===== config.mk =====
export PLATFORM = sky130hd
export DESIGN_NAME = apb2wb_bridge_v2
export DESIGN_NICKNAME = d
export VERILOG_FILES = /design/src/rtl/apb2wb_bridge_v2.sv
export SDC_FILE = /design/constraint.sdc
export NUM_CORES = 1
export LEC_CHECK = 0
export BUFFER_PORTS_ARGS = -buffer_cell sky130_fd_sc_hd__buf_2
export CAP_MARGIN = 20
export CORE_MARGIN = 2
export CORE_UTILIZATION = 40
export CTS_CLUSTER_SIZE = 28
export DETAILED_ROUTE_END_ITERATION = 10
export HOLD_SLACK_MARGIN = 0.02
export PLACE_DENSITY = 0.69
export SYNTH_ARGS = -nofsm -noshare
export SYNTH_HDL_FRONTEND = slang
export SYNTH_SLANG_ARGS = --single-unit

===== constraint.sdc =====
create_clock -name PCLK_i -period 2.01 [get_ports PCLK_i]
set_input_delay 0.201 -clock PCLK_i [delete_from_list [all_inputs] [get_ports PCLK_i]]
set_output_delay 0.201 -clock PCLK_i [all_outputs]
set_load 0.02 [all_outputs]

===== src/rtl/apb2wb_bridge_v2.sv =====
// APB4 slave to Wishbone classic master bridge: one APB transfer becomes one WB cycle.
// Optional WB wait timeout and privileged-access filter; all bus outputs are registered.
module apb2wb_bridge_v2 #(
  parameter int ADDR_WIDTH     = 32,
  parameter int DATA_WIDTH     = 32,
  parameter int TIMEOUT_CYCLES = 255,
  parameter int PROT_CHECK     = 0
) (
  input  logic                    PCLK_i,
  input  logic                    PRESETn_i,
  input  logic [ADDR_WIDTH-1:0]   PADDR_i,
  input  logic [2:0]              PPROT_i,
  input  logic                    PSEL_i,
  input  logic                    PENABLE_i,
  input  logic                    PWRITE_i,
  input  logic [DATA_WIDTH-1:0]   PWDATA_i,
  input  logic [DATA_WIDTH/8-1:0] PSTRB_i,
  output logic                    PREADY_o,
  output logic [DATA_WIDTH-1:0]   PRDATA_o,
  output logic                    PSLVERR_o,
  output logic                    wb_clk_o,
  output logic                    wb_rst_o,
  output logic                    wb_cyc_o,
  output logic                    wb_stb_o,
  output logic                    wb_we_o,
  output logic [ADDR_WIDTH-1:0]   wb_adr_o,
  output logic [DATA_WIDTH-1:0]   wb_dat_o,
  output logic [DATA_WIDTH/8-1:0] wb_sel_o,
  input  logic [DATA_WIDTH-1:0]   wb_dat_i,
  input  logic                    wb_ack_i,
  input  logic                    wb_err_i
);

  localparam int STRB_W = DATA_WIDTH / 8;
  localparam int CNT_W  = (TIMEOUT_CYCLES > 0) ? $clog2(TIMEOUT_CYCLES + 1) : 1;
  localparam logic [CNT_W-1:0] CNT_LIMIT = CNT_W'(TIMEOUT_CYCLES);
  localparam logic [CNT_W-1:0] CNT_MAX   = {CNT_W{1'b1}};

  typedef enum logic [1:0] {
    S_IDLE = 2'd0,
    S_WAIT = 2'd1,
    S_RESP = 2'd2
  } state_e;

  state_e                state_q, state_d;
  logic                  cyc_q, cyc_d;
  logic                  stb_q, stb_d;
  logic                  we_q, we_d;
  logic [ADDR_WIDTH-1:0] adr_q, adr_d;
  logic [DATA_WIDTH-1:0] dat_q, dat_d;
  logic [STRB_W-1:0]     sel_q, sel_d;
  logic                  pready_q, pready_d;
  logic                  pslverr_q, pslverr_d;
  logic [DATA_WIDTH-1:0] prdata_q, prdata_d;
  logic [CNT_W-1:0]      cnt_q, cnt_d;

  logic setup_seen;
  logic prot_ok;
  logic timeout_hit;
  logic unused_prot;

  assign setup_seen  = PSEL_i && !PENABLE_i;
  assign prot_ok     = (PROT_CHECK == 0) || PPROT_i[0];
  assign timeout_hit = (TIMEOUT_CYCLES != 0) && (cnt_q == CNT_LIMIT);
  assign unused_prot = ^PPROT_i[2:1];

  always_ff @(posedge PCLK_i or negedge PRESETn_i) begin
    if (!PRESETn_i) begin
      state_q   <= S_IDLE;
      cyc_q     <= 1'b0;
      stb_q     <= 1'b0;
      we_q      <= 1'b0;
      adr_q     <= '0;
      dat_q     <= '0;
      sel_q     <= '0;
      pready_q  <= 1'b0;
      pslverr_q <= 1'b0;
      prdata_q  <= '0;
      cnt_q     <= '0;
    end else begin
      state_q   <= state_d;
      cyc_q     <= cyc_d;
      stb_q     <= stb_d;
      we_q      <= we_d;
      adr_q     <= adr_d;
      dat_q     <= dat_d;
      sel_q     <= sel_d;
      pready_q  <= pready_d;
      pslverr_q <= pslverr_d;
      prdata_q  <= prdata_d;
      cnt_q     <= cnt_d;
    end
  end

  always_comb begin
    state_d   = state_q;
    cyc_d     = cyc_q;
    stb_d     = stb_q;
    we_d      = we_q;
    adr_d     = adr_q;
    dat_d     = dat_q;
    sel_d     = sel_q;
    pready_d  = 1'b0;
    pslverr_d = 1'b0;
    prdata_d  = '0;
    cnt_d     = cnt_q;

    case (state_q)
      S_IDLE: begin
        if (setup_seen) begin
          if (!prot_ok) begin
            state_d   = S_RESP;
            pready_d  = 1'b1;
            pslverr_d = 1'b1;
          end else begin
            state_d = S_WAIT;
            adr_d   = PADDR_i;
            dat_d   = PWDATA_i;
            we_d    = PWRITE_i;
            sel_d   = PWRITE_i ? PSTRB_i : {STRB_W{1'b1}};
            cyc_d   = 1'b1;
            stb_d   = 1'b1;
            cnt_d   = CNT_W'(1);
          end
        end
      end
      S_WAIT: begin
        // Error outranks ack, and either outranks a timeout landing on the same cycle.
        if (wb_err_i || wb_ack_i || timeout_hit) begin
          state_d   = S_RESP;
          cyc_d     = 1'b0;
          stb_d     = 1'b0;
          cnt_d     = '0;
          pready_d  = 1'b1;
          pslverr_d = wb_err_i || !wb_ack_i;
          prdata_d  = (!wb_err_i && wb_ack_i && !we_q) ? wb_dat_i : '0;
        end else if (cnt_q != CNT_MAX) begin
          cnt_d = cnt_q + 1'b1;
        end
      end
      S_RESP: begin
        state_d = S_IDLE;
      end
      default: begin
        state_d = S_IDLE;
        cyc_d   = 1'b0;
        stb_d   = 1'b0;
        cnt_d   = '0;
      end
    endcase
  end

  assign wb_clk_o  = PCLK_i;
  assign wb_rst_o  = ~PRESETn_i;
  assign wb_cyc_o  = cyc_q;
  assign wb_stb_o  = stb_q;
  assign wb_we_o   = we_q;
  assign wb_adr_o  = adr_q;
  assign wb_dat_o  = dat_q;
  assign wb_sel_o  = sel_q;
  assign PREADY_o  = pready_q;
  assign PSLVERR_o = pslverr_q;
  assign PRDATA_o  = prdata_q;

endmodule


* After elaboration in Yosys (flattened, before gate mapping)
Cells that the tools add are included.
Storage, ports and cells: register bits after elaboration 114, input bits 110, output and inout bits 107, word-level logic and storage cells 53
Operators by class: add/subtract/negate cells 1, equality and inequality tests 7, muxes and demuxes 18, bitwise gates (word level) 2, reduce and logical (&&, ||, !) cells 15
Operators by type and width (number):
- $mux W32 | 3
- $mux W8 | 3
- $pmux W8 S3 | 1
- $add A8 B1 Y8 const B | 1
- $eq A8 B8 Y1 const B | 1
- $ne A8 B8 Y1 const B | 1
- $mux W1 | 6
- $reduce_and A3 Y1 | 2
- $logic_not A1 Y1 | 4
- $mux W2 | 2
- $mux W4 | 1
- $ne A2 B2 Y1 const B | 2
- $pmux W2 S2 | 1
- $reduce_and A2 Y1 | 2
- $logic_and A1 B1 Y1 | 3
- $logic_or A1 B1 Y1 | 3
- $ne A3 B3 Y1 const B | 1
- $pmux W1 S3 | 1
- $eq A2 B1 Y1 const B | 1
- $eq A2 B2 Y1 const B | 1
- $logic_not A2 Y1 | 1
- $not A1 Y1 | 2

* Longest topological paths before layout
depth in word-level cells 6, depth in mapped cells 7, gate-level depth less buffers 5

==> results_dict.tcl <==
set metrics [dict create \
    status "complete, no violations" \
    ys_seq_area_share_pct 66.5 \
    layout-drive-gt1-share_pct 34.0 \
    start_util_pct 41.3 \
    total_leakage_power_nw 4.00 \
    avgSynthCellArea_um2 9.99 \
    via_per_inst 4.60 \
    wl_met3_um 1070 \
    drcViolationCount 0 \
    final.period_utilization_pct 94.5 \
    placementRows 37 \
    synth_area_um2 4290 \
    m1WireLength_um 4930 \
    clock_latency_ps 590 \
    cts_tree "yes" \
    top_layer "met4" \
    fmax_mhz 526 \
    io_buffers 213 \
    worstMarginPinSlew_ps 701 \
    drv_cap 0 \
    grt_overflow 0 \
    syn-instance-count 429 \
    path_class "reg -> reg" \
    cp_slowest_stage_delay_ps 570 \
    worstPathRequired_ps 2540 \
    fin_crit_ps 1900 \
    fin_setup_tns_ps 0 \
    hold_path_class "in -> async" \
    grt_max_degree 115 \
    setup_ws_ps 110 \
    synth.distinct_cells 28 \
    slew_headroom_pct 53.3 \
    powerDensity_nw_per_um2 1050 \
    cp-end-kind "flop" \
    met2_length_um 6520 \
    ys_warn_count 0 \
    report.final.slew_viol_count 0 \
    crit_arrival_ps 2430 \
    antenna_cells 0 \
    first_pass_iters 4 \
    grtUsageTotal_pct 22.2 \
    io_pins 217 \
    grt_antenna_before_repair 0 \
    drt-wirelength-per-cell_um 14.2 \
    setup_viol 0 \
    die_area_um2 11600 \
    cp_slowest_cell "dlygate4sd3_1" \
    drt_iter0_markers 197 \
    clkSlewWorstSetupHoldPaths_ps 60 \
    fillers 781 \
    chipHeight_um 108 \
    die_w_um 108 \
    final_antenna_net_count 0 \
    syn_nets 540 \
    grt_pass1_wl_um 19900 \
    ir_drop_mv 0.724 \
    nNetsFinal 863 \
    vias 4141 \
    core-area_um2 10400 \
    worst_setup_path_start_kind "flop" \
    rsz0062_at_grt "no" \
    routed_wl_um 12800 \
    syn_to_final_growth_pct 67.0 \
    crit_chain "ha_4, nand3_1, o21ai_2, and2_1, a21boi_1, dlygate4sd3_1" \
    place.gp.congestion 0.763 \
    grt_pass1_vias 4326 \
    fin_worst_skew_ps 6.09 \
    crit_path_max_fanout 5 \
    yosys_register_bits 114 \
    pre_cts_ws_ps 409 \
    hold_viol 0 \
    dp_hpwl_um 7360 \
]
[stage by stage]
step	cells	cell area, µm²	power, mW	util [%]	hold slack (ps)
after global routing	900	7160	7.89	69.0	265
after global placement	760	5450	4.22	52.6	335
after detailed placement	760	5450	4.27	52.6	335
final	900	7160	7.54	69.0	182
after CTS	899	7130	7.58	68.8	209
after floorplan	429	4290	3.69	-	-94.6
[critical path, delay by kind of cell (launching register included)]
kind	cells	cell delay, ps
buffers and inverters	1	570
DFF	1	440
AOI/OAI and AO/OA	2	330
and+or+nand+nor	2	320
adders and majority gates	1	180
[path summary, 6_finish.rpt]
check | slack (ps) | cells past startpoint | startpoint | end
worst max-delay path | 110 | 6 | cnt_q[1] | PSLVERR_o
worst min-delay path | 180 | 3 | PRESETn_i | PRDATA_o[15]
worst max register to register | 110 | 6 | cnt_q[1] | PSLVERR_o
worst min register to register | 470 | 2 | wb_adr_o[13] | wb_adr_o[13]
max in group asynchronous | 1290 | 3 | PRESETn_i | cnt_q[4]
min in group PCLK_i | 240 | 5 | PENABLE_i | wb_stb_o
[state kept, by name (all words and copies together) (netlist names)]
signal / count
PRDATA_o: 32
wb_we_o: 1
wb_dat_o: 32
cnt_q: 8
wb_adr_o: 32
wb_sel_o: 4
PREADY_o: 1
wb_stb_o: 1
PSLVERR_o: 1
state_q: 2
[cell usage in the layout, fill, tap and decap left out, types with 2 or more instances in the layout]
cell type      Yosys  final
and3_1             2      2
nand2_1          201    201
bufinv_16          0      3
and2_1            35     35
dlygate4sd3_1      0    105
a31oi_1            6      6
nor2_1             8      8
o21ai_1            5      4
nand3_1            7      7
dfrtp_1          114    114
buf_2             11    212
clkinv_2           0      4
buf_4              4      5
clkinv_4           0      4
clkbuf_16          0     16
or3_1              2      2
inv_1              7      7
clkbuf_8           0      5
a21oi_1            6      6
[cell usage after synthesis (all sizes together)]
library cell | instances | area, µm²
nand2 | 201 | 754
dfrtp | 114 | 2850
and2 | 35 | 219
buf | 17 | 108
nor2 | 8 | 30.0
inv | 7 | 26.3
nand3 | 7 | 35.0
a21oi | 6 | 30.0
a31oi | 6 | 37.5
clkbuf | 5 | 18.8
o21ai | 5 | 25.0
and3 | 2 | 12.5
nand2b | 2 | 12.5
or3 | 2 | 12.5
a21boi | 1 | 7.51
a22o | 1 | 8.76
and2b | 1 | 7.51
and4bb | 1 | 12.5
ha | 1 | 12.5
nand4 | 1 | 12.5
nor2b | 1 | 6.26
nor3b | 1 | 12.5
o211a | 1 | 10.0
o211ai | 1 | 7.51
o22a | 1 | 8.76
or2 | 1 | 6.26
[routing by layer]
metal | vias to the layer above | track usage [%]
met1 | 1950 | 23.8
met4 | 0 | 9.80
li1 | 1974 | -
met3 | 36 | 8.54
met5 | - | 0
met2 | 181 | 38.7
[power by group]
| part | switching [mW] | internal (mW) |
|---|---|---|
| clock network | 1.10 | 2.05 |
| registers | 0.192 | 2.63 |
| logic | 0.947 | 0.608 |
| total | 2.24 | 5.30 |
[cells by family after synthesis]
family                     after synthesis  synth area share [%]
adders and majority gates                1                 0.292
and+or+nand+nor                        263                  26.4
AOI/OAI and AO/OA                       22                  3.15
buffers and inverters                   29                  3.56
DFF                                    114                  66.6
[timing repair]
| item | CTS | global route |
|---|---|---|
| gates resized for setup | 0 | 3 |
| hold buffers | 105 | 0 |
| endpoints found under the setup margin | 0 | 1 |
| hold endpoints to repair | 217 | 0 |
| setup buffers | 0 | 1 |
[cell type report]
class,instances,area [µm²],share of cell area [%]
Sequential cell,114,2850,39.9
Timing Repair Buffer,322,2160,30.2
Multi-Input combinational cell,286,1310,18.3
Clock buffer,22,474,6.63
Tap cell,136,170,2.38
Clock inverter,13,161,2.26
Inverter,7,26.3,0.367
Note: power is estimated with default switching activity, not from simulation.
